`src/rtl/pkg_config.sv`:
```
// Shared configuration for the rv32i core: data width plus load/store
// unit encodings and controller states.
package pkg_config;

    localparam int DATA_WIDTH = 32;

    typedef enum logic [2:0] {
        LB  = 3'b000,
        LH  = 3'b001,
        LW  = 3'b010,
        LBU = 3'b100,
        LHU = 3'b101
    } lsu_funct3_e;

    typedef enum logic [2:0] {
        IDLE    = 3'd0,
        RD      = 3'd1,
        CAP     = 3'd2,
        RMW_RD  = 3'd3,
        RMW_MRG = 3'd4,
        WR      = 3'd5,
        ERR     = 3'd6
    } lsu_state_e;

endpackage

```
`src/rtl/lsu_lane_align.sv`:
```
// Combinational byte-lane logic: load extract/extend and sub-word store merge.
// Store sizes share funct3[1:0] with loads (00 byte, 01 half, 10 word).
module lsu_lane_align
    import pkg_config::*;
(
    input  logic [DATA_WIDTH-1:0] rd_word,
    input  logic [1:0]            lane,
    input  logic [2:0]            funct3,
    input  logic [DATA_WIDTH-1:0] st_data,
    output logic [DATA_WIDTH-1:0] ld_data,
    output logic [DATA_WIDTH-1:0] mrg_word
);

    logic [DATA_WIDTH-1:0] shifted_s;

    // Load path: move the addressed lane down to bit 0, then extend
    always_comb begin
        shifted_s = rd_word >> {lane, 3'b000};
        case (funct3)
            LB:      ld_data = {{(DATA_WIDTH-8){shifted_s[7]}}, shifted_s[7:0]};
            LH:      ld_data = {{(DATA_WIDTH-16){shifted_s[15]}}, shifted_s[15:0]};
            LW:      ld_data = rd_word;
            LBU:     ld_data = {{(DATA_WIDTH-8){1'b0}}, shifted_s[7:0]};
            LHU:     ld_data = {{(DATA_WIDTH-16){1'b0}}, shifted_s[15:0]};
            default: ld_data = {DATA_WIDTH{1'b0}};
        endcase
    end

    // Store path: replace only the target lane of the word read back
    always_comb begin
        mrg_word = rd_word;
        case (funct3[1:0])
            2'b00: begin
                case (lane)
                    2'b00:   mrg_word[7:0]   = st_data[7:0];
                    2'b01:   mrg_word[15:8]  = st_data[7:0];
                    2'b10:   mrg_word[23:16] = st_data[7:0];
                    2'b11:   mrg_word[31:24] = st_data[7:0];
                    default: mrg_word = rd_word;
                endcase
            end
            2'b01: begin
                if (lane[1]) begin
                    mrg_word[31:16] = st_data[15:0];
                end else begin
                    mrg_word[15:0] = st_data[15:0];
                end
            end
            2'b10:   mrg_word = st_data;
            default: mrg_word = rd_word;
        endcase
    end

endmodule

```
`src/rtl/lsu_mem_ctrl.sv`:
```
// Load/store controller driving the word-wide data_memory port; sub-word
// stores run as read-modify-write, sub-word loads are extended.
module lsu_mem_ctrl
    import pkg_config::*;
#(
    parameter int MEM_SIZE = 1024,
    parameter int ADDR_W   = $clog2(MEM_SIZE)
) (
    input  logic                  clk_i,
    input  logic                  rst_i,
    input  logic                  req_valid_i,
    output logic                  req_ready_o,
    input  logic                  req_we_i,
    input  logic [2:0]            req_funct3_i,
    input  logic [DATA_WIDTH-1:0] req_addr_i,
    input  logic [DATA_WIDTH-1:0] req_wdata_i,
    output logic                  rsp_valid_o,
    output logic [DATA_WIDTH-1:0] rsp_rdata_o,
    output logic                  rsp_err_o,
    output logic                  mem_we_o,
    output logic [ADDR_W-1:0]     mem_addr_o,
    output logic [DATA_WIDTH-1:0] mem_wdata_o,
    input  logic [DATA_WIDTH-1:0] mem_rdata_i
);

    lsu_state_e            state_r, state_s;
    logic [2:0]            funct3_r, funct3_s;
    logic [1:0]            lane_r, lane_s;
    logic [DATA_WIDTH-1:0] wdata_r, wdata_s;
    logic                  mem_we_r, mem_we_s;
    logic [ADDR_W-1:0]     mem_addr_r, mem_addr_s;
    logic [DATA_WIDTH-1:0] mem_wdata_r, mem_wdata_s;
    logic                  rsp_valid_r, rsp_valid_s;
    logic [DATA_WIDTH-1:0] rsp_rdata_r, rsp_rdata_s;
    logic                  rsp_err_r, rsp_err_s;
    logic                  f3_ok_s, req_err_s;
    logic [DATA_WIDTH-1:0] ld_data_s, mrg_word_s;

    lsu_lane_align u_align (
        .rd_word  (mem_rdata_i),
        .lane     (lane_r),
        .funct3   (funct3_r),
        .st_data  (wdata_r),
        .ld_data  (ld_data_s),
        .mrg_word (mrg_word_s)
    );

    // Request legality: funct3 set, natural alignment, address inside memory
    always_comb begin
        case (req_funct3_i)
            LB, LH, LW: f3_ok_s = 1'b1;
            LBU, LHU:   f3_ok_s = ~req_we_i;
            default:    f3_ok_s = 1'b0;
        endcase
        req_err_s = ~f3_ok_s
                  | ((req_funct3_i[1:0] == 2'b01) & req_addr_i[0])
                  | ((req_funct3_i[1:0] == 2'b10) & (req_addr_i[1:0] != 2'b00))
                  | (|req_addr_i[DATA_WIDTH-1:ADDR_W]);
    end

    // Next-state and next-output logic
    always_comb begin
        state_s     = state_r;
        funct3_s    = funct3_r;
        lane_s      = lane_r;
        wdata_s     = wdata_r;
        mem_we_s    = 1'b0;
        mem_addr_s  = mem_addr_r;
        mem_wdata_s = mem_wdata_r;
        rsp_valid_s = 1'b0;
        rsp_rdata_s = rsp_rdata_r;
        rsp_err_s   = 1'b0;
        case (state_r)
            IDLE: begin
                if (req_valid_i) begin
                    funct3_s   = req_funct3_i;
                    lane_s     = req_addr_i[1:0];
                    wdata_s    = req_wdata_i;
                    mem_addr_s = {req_addr_i[ADDR_W-1:2], 2'b00};
                    if (req_err_s) begin
                        state_s = ERR;
                    end else if (!req_we_i) begin
                        state_s = RD;
                    end else if (req_funct3_i[1:0] == 2'b10) begin
                        // Full-word store goes straight to the port
                        mem_we_s    = 1'b1;
                        mem_wdata_s = req_wdata_i;
                        state_s     = WR;
                    end else begin
                        state_s = RMW_RD;
                    end
                end else begin
                    state_s = IDLE;
                end
            end
            RD:      state_s = CAP;
            CAP: begin
                rsp_valid_s = 1'b1;
                rsp_rdata_s = ld_data_s;
                state_s     = IDLE;
            end
            RMW_RD:  state_s = RMW_MRG;
            RMW_MRG: begin
                mem_we_s    = 1'b1;
                mem_wdata_s = mrg_word_s;
                state_s     = WR;
            end
            WR: begin
                rsp_valid_s = 1'b1;
                rsp_rdata_s = {DATA_WIDTH{1'b0}};
                state_s     = IDLE;
            end
            ERR: begin
                rsp_valid_s = 1'b1;
                rsp_err_s   = 1'b1;
                rsp_rdata_s = {DATA_WIDTH{1'b0}};
                state_s     = IDLE;
            end
            default: state_s = IDLE;
        endcase
    end

    // State and registered outputs; reset drops any pending request
    always_ff @(posedge clk_i) begin
        if (rst_i) begin
            state_r     <= IDLE;
            funct3_r    <= 3'b000;
            lane_r      <= 2'b00;
            wdata_r     <= {DATA_WIDTH{1'b0}};
            mem_we_r    <= 1'b0;
            mem_addr_r  <= {ADDR_W{1'b0}};
            mem_wdata_r <= {DATA_WIDTH{1'b0}};
            rsp_valid_r <= 1'b0;
            rsp_rdata_r <= {DATA_WIDTH{1'b0}};
            rsp_err_r   <= 1'b0;
        end else begin
            state_r     <= state_s;
            funct3_r    <= funct3_s;
            lane_r      <= lane_s;
            wdata_r     <= wdata_s;
            mem_we_r    <= mem_we_s;
            mem_addr_r  <= mem_addr_s;
            mem_wdata_r <= mem_wdata_s;
            rsp_valid_r <= rsp_valid_s;
            rsp_rdata_r <= rsp_rdata_s;
            rsp_err_r   <= rsp_err_s;
        end
    end

    assign req_ready_o = (state_r == IDLE);
    assign rsp_valid_o = rsp_valid_r;
    assign rsp_rdata_o = rsp_rdata_r;
    assign rsp_err_o   = rsp_err_r;
    assign mem_we_o    = mem_we_r;
    assign mem_addr_o  = mem_addr_r;
    assign mem_wdata_o = mem_wdata_r;

endmodule

```
`config.mk`:
```
export PLATFORM = sky130hd
export DESIGN_NAME = lsu_mem_ctrl
export DESIGN_NICKNAME = d
export VERILOG_FILES = /design/src/rtl/pkg_config.sv /design/src/rtl/lsu_lane_align.sv /design/src/rtl/lsu_mem_ctrl.sv
export SDC_FILE = /design/constraint.sdc
export NUM_CORES = 1
export LEC_CHECK = 0
export BUFFER_PORTS_ARGS = -buffer_cell sky130_fd_sc_hd__buf_2
export CAP_MARGIN = 15
export CORE_UTILIZATION = 52
export DETAILED_ROUTE_END_ITERATION = 8
export PLACE_DENSITY = 0.77
export SYNTH_ARGS = -nofsm -noshare
export SYNTH_HDL_FRONTEND = slang
export SYNTH_SLANG_ARGS = --single-unit
```
`constraint.sdc`:
```
create_clock -name clk_i -period 2.6 [get_ports clk_i]
set_input_delay 0.26 -clock clk_i [delete_from_list [all_inputs] [get_ports clk_i]]
set_output_delay 0.26 -clock clk_i [all_outputs]
set_load 0.02 [all_outputs]
```
==> run metrics, run 1 <==
clock buffers created by TritonCTS 17; CTS Root Cell clkbuf_16; Core ar. 11400 sq um; routed via count 6542; crit-path cells or3b_1 -> buf_4 -> nor2_1 -> a22oi_1 -> o21ai_0 -> o21a_1; Final Util 67.5%; Post-synth EDFFs 0; sw power 2120 uW; Post-Syn Area 6050 sq um; diode count 0; Lkg Pwr 0.00334 uW; Cells after DPL 1038; Mean Syn Cell Area 7.91 sq um; switching fraction of total power 32.2%; Hold-fix buffers, CTS 0; Layout Skew 0.00944 ns; worst min path class in -> reg; Layout Nets 1017; post_cts resized 0; Area growth syn-to-layout 27.0%; Slew @ Worst Pin 0.899 ns; Post-Syn Instances 764; Seq pwr share 32.4%; worst-path fanout max 16; ys async rst share 0%; Synth Register Bits 115; Design Area, Final 7680 sq um; post-synthesis cell type count 50; first-pass detailed-route iteration total 5; # setup viols final 0; Die ar. 12100 sq um; number of remaining DRC errors 0; Post-Route WL 19.6 mm; RSZ-0062 raised after global routing false; GRT Total Usage 33.3%; IO Count 181; clk buf depth 2; Slew Limit Fails 0; Period minus WS final 2.11 ns; layout cells sized above 1 28.5%; CP required 2.92 ns; Clock power frac 41.2%; CTS tree built; status finished, final reports clean; WP data arrival 2.43 ns; max_cap viols 0; Top FF cell, synth dfxtp_1; Antenna Violating Nets Remaining 0; placed cell area 7000 sq um; crit-path max cell delay 0.57 ns; Comb pwr share 26.4%; leading area contributor after synthesis dfxtp_1; clock transition at the registers of the reported paths 0.06 ns; final HPWL from detailed placement 13.7 mm; final std cells w/o fill 1070; Yosys top cell area share 38.1%; vias per inst 6.11; number of global-route vias before repair 5789; Initial Utilization 53.2%; Port-buffer cells 178; Int Pwr 4460 uW; Yosys warning count 0; Seq/Total Area, Yosys 38.1%; largest net degree at the start of global routing 83; power per cell area 857 nW/um^2; top cells by area, synth dfxtp_1 38%, nand2_1 8.5%, a21oi_1 5.7%; initial drt markers 666; Routed WL per cell 18.3 microns; clk sinks 115; crit end category flop; final count of hold timing violations 0; H-tree levels 4; critical path's slowest cell dfxtp_1; Slew headroom 40.0%; GPL Wtd Cong 0.882; crit start category flop; initial antenna violation count 0; first-pass GRT wire length 30.0 mm; GRT overflow 0; Crit Path Class reg -> reg; Achievable Freq 0.474 GHz; die width 110 microns; Worst VDD drop 0.648 mV; die height 110 microns; setup_tns 0 ns; period utilisation layout 81.2%; row count 39; post-CTS setup buffers 0; insertion delay to the later sink of the worst-skew pair 0.43 ns
==> metal layers <==
layer | vias up | track usage [%] | share of wire [%] | routed length, microns
met5 | - | 0 | 0 | 0
met4 | 0 | 18.4 | 4.1 | 799
met3 | 71 | 9.07 | 8.5 | 1660
met2 | 381 | 51.6 | 46 | 9090
met1 | 3036 | 41.9 | 41 | 8050
li1 | 3054 | - | - | -
==> Yosys cell counts (all sizes together), types with 10 or more instances <==
library cell	instances
nand2	137
dfxtp	115
a21oi	76
o21ai	64
nor2	51
clkbuf	43
mux2i	32
a22oi	31
buf	31
nand4	26
a21o	17
a22o	16
inv	11
o21a	10
==> worst paths after layout <==
check                              startpoint                            to  slack [ns]  cells after the start
setup reg to reg        state_r[0]$_SDFF_PP0_  mem_wdata_o[19]$_SDFFE_PP0P_        0.49                      6
setup / recovery        state_r[0]$_SDFF_PP0_  mem_wdata_o[19]$_SDFFE_PP0P_        0.49                      6
hold reg to reg   rsp_rdata_o[9]$_SDFFE_PP0P_   rsp_rdata_o[9]$_SDFFE_PP0P_        0.45                      2
hold / removal                  req_addr_i[8]    mem_addr_o[8]$_SDFFE_PP0P_        0.07                      3
==> cell type report <==
| cell class | instances | area, sq um |
|---|---|---|
| clock buffers | 19 | 453 |
| flip-flops and latches | 115 | 2300 |
| inverters | 11 | 41.3 |
| well taps | 143 | 179 |
| fillers | 948 | 3690 |
| multi-input cells | 565 | 3390 |
| clock inverters | 13 | 230 |
| repair buffers | 204 | 1090 |
==> logic make-up after synthesis <==
family	share of synthesized area (%)
DFF	38.1
buffers and inverters	6.06
muxes	7.53
and+or+nand+nor	19.6
other	0.0620
AOI/OAI and AO/OA	28.7
==> through the flow <==
step | power (uW) | setup slack, ns | hold WS [ns]
2_1_floorplan | 3310 | 0.778 | 0.396
3_3_place_gp | 3850 | 0.585 | 0.432
3_5_place_dp | 3870 | 0.537 | 0.439
4_1_cts | 6580 | 0.567 | 0.0474
5_1_grt | 6850 | 0.352 | 0.0591
6_report | 6580 | 0.488 | 0.0687
==> worst max-delay path, delay by kind of cell, from the launching register on <==
kind                   cells  cell delay, ns
AOI/OAI and AO/OA          3            0.62
and+or+nand+nor            2            0.52
buffers and inverters      1            0.29
DFF                        1            0.57
==> registers in the layout, summed over array words and instances (netlist names) <==
| name | count |
|---|---|
| funct3_r | 3 |
| lane_r | 2 |
| rsp_rdata_o | 32 |
| state_r | 3 |
| mem_addr_o | 8 |
| mem_we_o | 1 |
| rsp_valid_o | 1 |
| wdata_r | 32 |
| mem_wdata_o | 32 |
| rsp_err_o | 1 |
==> power groups by stage <==
stage / Combinational, uW / Sequential (uW) / Clock, uW
floorplan: 1040 / 2270 / 0
global placement: 1690 / 2160 / 0
detailed placement: 1710 / 2160 / 0
CTS: 1720 / 2130 / 2740
global route: 1890 / 2160 / 2810
finish: 1740 / 2140 / 2710
==> cell usage in the layout (no fill, tap or decap), types with 10 or more instances in the layout <==
cell,instances
buf_2,178
nand2_1,137
dfxtp_1,115
a21oi_1,69
o21ai_0,63
nor2_1,51
mux2i_1,32
a22oi_1,31
nand4_1,26
buf_4,26
a21o_1,17
clkbuf_16,17
a22o_1,16
inv_1,11
o21a_1,10
No activity file was read; power rests on OpenSTA's default activity.
==> inputs of run 2 (changes only) <==
--- a/config.mk
+++ b/config.mk
@@ -7,9 +7,9 @@
 export LEC_CHECK = 0
 export BUFFER_PORTS_ARGS = -buffer_cell sky130_fd_sc_hd__buf_2
 export CAP_MARGIN = 15
-export CORE_UTILIZATION = 52
+export CORE_UTILIZATION = 47
 export DETAILED_ROUTE_END_ITERATION = 8
-export PLACE_DENSITY = 0.77
+export PLACE_DENSITY = 0.74
 export SYNTH_ARGS = -nofsm -noshare
 export SYNTH_HDL_FRONTEND = slang
 export SYNTH_SLANG_ARGS = --single-unit
==> constraint.sdc (replaced) <==
create_clock -name clk_i -period 1.9 [get_ports clk_i]
set_input_delay 0.19 -clock clk_i [delete_from_list [all_inputs] [get_ports clk_i]]
set_output_delay 0.19 -clock clk_i [all_outputs]
set_load 0.02 [all_outputs]
==> run 2 against run 1 <==
Critical endpoint is now mem_wdata_o[8]$_SDFFE_PP0P_. Final cell count grew 5.2%. Highest routed layer is now met5. Die area grew 10%. Sequential power increased by 36%. Combinational power rose by 49%. Via count down 0.32%. Maximum frequency up 13%.
==> run metrics, run 2 (synthesis gave the netlist of run 1 again) <==
status finished, final reports clean; Reg2Reg Depth 6; WP data arrival 2.16 ns; initial drt markers 644; crit start category flop; Routed WL per cell 17.6 microns; initial antenna violation count 2; critical path endpoint mem_wdata_o[8]$_SDFFE_PP0P_; IO Count 181; crit-path max cell delay 0.48 ns; final HPWL from detailed placement 14.2 mm; insertion delay to the later sink of the worst-skew pair 0.42 ns; Cells after DPL 1088; max_cap viols 0; PnR Total Power 8330 uW; most common cell after layout, fill and taps aside buf_2; Top Layer Used met5; clock transition at the registers of the reported paths 0.05 ns; footprint of the multi-input gates 3480 sq um; DR WL met3 1.75 mm; Slew @ Worst Pin 0.502 ns; Layout Skew 0.00900 ns; first-pass detailed-route iteration total 5; Slew headroom 66.5%; die height 115 microns; critical path's slowest cell or4_1; Die ar. 13300 sq um; CTS Root Cell clkbuf_16; routed via count 6521; first-pass GRT wire length 30.3 mm; # setup viols final 0; Core ar. 12600 sq um; Worst R2R Start state_r[1]$_SDFF_PP0_; Area growth syn-to-layout 31.6%; crit-path cells nor4b_4 -> nand4_1 -> or4_1 -> buf_12 -> nand4_1 -> o41ai_4; period utilisation layout 98.6%; most frequent cells in the layout 178 x buf_2, 136 x nand2_1, 110 x dfxtp_1; Antenna Violating Nets Remaining 0; crit end category flop; row count 41; worst min path class in -> reg; final std cells w/o fill 1126; number of remaining DRC errors 0; Post-Route WL 19.8 mm; H-tree levels 4; Filler Cells Inserted 1123; DRT met1 WL 8.35 mm; RSZ-0062 raised after global routing true; CP required 2.19 ns; GPL Wtd Cong 0.885; setup_tns 0 ns; clk buf depth 2; final count of hold timing violations 0; clk sinks 115; Period minus WS final 1.87 ns; Crit Reg-Reg Endpoint mem_wdata_o[8]$_SDFFE_PP0P_; Layout Nets 1044; Initial Utilization 48.1%; clock buffers created by TritonCTS 17; FF-to-FF setup slack 0.03 ns; Achievable Freq 0.534 GHz; worst-path fanout max 32; CP dominant cell by count nand4_1; Port-buffer cells 178; power per cell area 1050 nW/um^2; met2 WL 9.15 mm; Worst VDD drop 0.473 mV; Slew Limit Fails 0; GRT overflow 0; layout cells sized above 1 31.3%; largest net degree at the start of global routing 83; die width 115 microns; Register Area 2310 sq um; final hold slack 0.00723 ns; worst setup path startpoint state_r[1]$_SDFF_PP0_; CTS tree built; Crit Path Class reg -> reg; GRT Total Usage 30.1%; Lkg Pwr 0.00351 uW; number of global-route vias before repair 5804; vias per inst 5.79
-- run 2: worst max-delay path: cells and delay by family, from the launching register on --
kind,cells,cell delay (ns)
AO/OA/AOI/OAI,1,0.09
buffers and inverters,1,0.20
flip-flops,1,0.35
AND/OR/NAND/NOR,4,1.10
-- run 2: what timing repair did --
item	in CTS	in global routing
endpoints found under the hold margin	3	0
hold buffers	3	0
setup buffers	0	3
setup endpoints to repair	0	43
gates resized for setup	0	21
-- run 2: layout make-up --
cell class | instances | area share [%]
sequential | 115 | 29.0
antenna | 1 | 0.0314
multi-input combinational | 565 | 43.7
clock inverter | 6 | 0.377
tap | 172 | 2.70
timing repair buffer | 231 | 17.5
inverter | 11 | 0.519
clock buffer | 25 | 6.10
-- run 2: layer usage --
metal	vias to the layer above	GRT usage, %
met2	360	47.9
met5	-	0
met1	3006	38.6
li1	3107	-
met4	2	12.6
met3	46	7.85
-- run 2: power breakdown --
part	internal [uW]	total (uW)	switching (uW)	leakage (uW)
sequential	2700	2910	207	0.000940
clock	1740	2810	1070	0.000260
combinational	1060	2600	1550	0.00231
total	5500	8330	2830	0.00351
-- run 2: worst min path at each step --
stage | cells past startpoint | startpoint | endpoint | slack, ns
6_report | 3 | req_addr_i[4] | mem_addr_o[4]$_SDFFE_PP0P_ | 0.007
5_1_grt | 3 | req_addr_i[5] | mem_addr_o[5]$_SDFFE_PP0P_ | 0.008
4_1_cts | 3 | req_addr_i[8] | mem_addr_o[8]$_SDFFE_PP0P_ | 0.0006
3_5_place_dp | 3 | req_addr_i[9] | mem_addr_o[9]$_SDFFE_PP0P_ | 0.44
3_3_place_gp | 2 | rsp_rdata_o[11]$_SDFFE_PP0P_ | rsp_rdata_o[11]$_SDFFE_PP0P_ | 0.43
2_1_floorplan | 2 | req_wdata_i[16] | wdata_r[16]$_SDFFE_PP0P_ | 0.33
-- run 2: stage by stage --
stage	worst slack (ns)	util (%)	area, sq um
CTS	0.0177	62.2	7820
global route	-0.0982	63.3	7960
global placement	0.0371	57.9	7280
floorplan	0.0779	-	6050
detailed placement	0.00579	57.9	7280
finish	0.0269	63.3	7960
==> inputs of run 3 (changes only) <==
--- a/config.mk
+++ b/config.mk
@@ -7,9 +7,10 @@
 export LEC_CHECK = 0
 export BUFFER_PORTS_ARGS = -buffer_cell sky130_fd_sc_hd__buf_2
 export CAP_MARGIN = 15
-export CORE_UTILIZATION = 47
+export CORE_UTILIZATION = 56
 export DETAILED_ROUTE_END_ITERATION = 8
-export PLACE_DENSITY = 0.74
+export PLACE_DENSITY = 0.83
+export SLEW_MARGIN = 30
 export SYNTH_ARGS = -nofsm -noshare
 export SYNTH_HDL_FRONTEND = slang
 export SYNTH_SLANG_ARGS = --single-unit
==> constraint.sdc (replaced) <==
create_clock -name clk_i -period 2.2 [get_ports clk_i]
set_input_delay 0.22 -clock clk_i [delete_from_list [all_inputs] [get_ports clk_i]]
set_output_delay 0.22 -clock clk_i [all_outputs]
set_load 0.02 [all_outputs]
==> run 3 against run 2 <==
First-iteration DRC count rose by 19%. Critical path depth increased by 1. Worst setup slack gained 0.088 ns. Worst hold slack better by 0.0070 ns. Maximum frequency decreased by 10%. Global-route usage up 9.3 points.
==> run metrics, run 3 (synthesis gave the netlist of run 1 again) <==
footprint of the multi-input gates 3390 sq um; routed via count 6961; Layout Nets 1064; layout cells sized above 1 27.5%; worst path buffer plus inverter count 2; critical path's slowest cell or4_1; Period minus WS final 2.09 ns; sw power 2520 uW; crit end category flop; setup_tns 0 ns; Comb pwr share 28.5%; clk buf depth 2; Achievable Freq 0.480 GHz; final count of hold timing violations 0; Routed WL per cell 19.7 microns; GPL Wtd Cong 0.939; power per cell area 955 nW/um^2; WP data arrival 2.48 ns; Layout Skew 0.00723 ns; crit-path cells buf_4 -> nor4b_4 -> nand4_1 -> or4_1 -> buf_4 -> nand4_1 -> o21ai_0; die height 106 microns; Clock power frac 38.9%; clk sinks 115; most common cell after layout, fill and taps aside buf_2; H-tree levels 4; period utilisation layout 94.8%; number of remaining DRC errors 0; Die ar. 11200 sq um; die width 106 microns; largest net degree at the start of global routing 83; GRT overflow 0; max_cap viols 0; vias per inst 6.27; Post-Route WL 21.9 mm; crit start category flop; switching fraction of total power 32.6%; GRT Total Usage 39.4%; Initial Utilization 58.0%; Int Pwr 5210 uW; clock buffers created by TritonCTS 17; worst min path class in -> reg; Port-buffer cells 178; initial antenna violation count 0; clock transition at the registers of the reported paths 0.06 ns; most frequent cells in the layout 178 x buf_2, 137 x nand2_1, 115 x dfxtp_1; Register Area 2300 sq um; Filler Cells Inserted 735; Top delay family on crit path simple AND/OR/NAND/NOR gates; Area growth syn-to-layout 34.0%; worst-path fanout max 32; Core ar. 10400 sq um; CTS Root Cell clkbuf_8; row count 37; Lkg Pwr 0.00354 uW; Worst VDD drop 0.623 mV; crit-path max cell delay 0.42 ns; IO Count 181; Slew headroom 38.9%; final std cells w/o fill 1110; Slew @ Worst Pin 0.917 ns; RSZ-0062 raised after global routing false; CTS tree built; Antenna Violating Nets Remaining 0; first-pass detailed-route iteration total 8; Cells after DPL 1036; insertion delay to the later sink of the worst-skew pair 0.54 ns; Crit Path Class reg -> reg; first-pass GRT wire length 34.0 mm; # setup viols final 0; status finished, final reports clean; Seq pwr share 32.6%; final HPWL from detailed placement 14.6 mm; CP required 2.60 ns; diode count 0; number of global-route vias before repair 6749; initial drt markers 764; Slew Limit Fails 0
[run 3: final timing paths]
| path | startpoint | depth (start not counted) | slack, ns | end |
|---|---|---|---|---|
| max | state_r[2]$_SDFF_PP0_ | 7 | 0.11 | mem_wdata_o[7]$_SDFFE_PP0P_ |
| min reg2reg | rsp_rdata_o[13]$_SDFFE_PP0P_ | 2 | 0.45 | rsp_rdata_o[13]$_SDFFE_PP0P_ |
| max reg2reg | state_r[2]$_SDFF_PP0_ | 7 | 0.11 | mem_wdata_o[7]$_SDFFE_PP0P_ |
| min | req_funct3_i[2] | 3 | 0.01 | funct3_r[2]$_SDFFE_PP0P_ |
[run 3: timing repair]
action | 4_1_cts | 5_1_grt
resized for setup | 0 | 1
hold endpoints to repair | 45 | 0
setup buffers | 0 | 0
setup endpoints to repair | 0 | 10
hold buffers | 42 | 0
[run 3: power groups by stage]
stage / Combinational [uW] / Clock (uW) / Sequential (uW)
after floorplan: 1230 / 0 / 2680
after global placement: 2010 / 0 / 2540
after detailed placement: 2070 / 0 / 2550
after CTS: 2150 / 3010 / 2510
after global routing: 2360 / 3110 / 2540
final: 2200 / 3010 / 2520
[run 3: layout make-up]
cell class	instances	share of cell area, %
tap	136	2.10
clock inverter	10	2.19
multi-input combinational	565	41.8
inverter	11	0.510
timing repair buffer	251	19.2
sequential	115	28.4
clock buffer	22	5.72
[run 3: routing by layer]
metal  vias up  part of all wire (%)  track usage [%]
met2       519                    49             67.3
met1      3205                    37             45.6
li1       3146                     -                -
met3        91                    10             8.83
met5         -                     0                0
met4         0                   4.4             21.7
[run 3: worst reg2reg max path, stage by stage, from the launching register on]
cell     delay (ns)
dfxtp_1        0.38
buf_4          0.20
nor4b_4        0.24
nand4_1        0.15
or4_1          0.42
buf_4          0.27
nand4_1        0.16
o21ai_0        0.11
[run 3: per-stage QoR]
stage               utilization [%]  total power (uW)  cell area (sq um)  hold slack (ns)  worst slack (ns)
global placement               67.6              4540               7040            0.432             0.238
finish                         77.8              7730               8100           0.0143             0.115
CTS                            77.7              7670               8100          0.00618             0.139
global route                   77.8              8010               8100           0.0197           0.00232
detailed placement             67.6              4620               7040            0.441             0.173
floorplan                         -              3910               6050            0.356             0.378
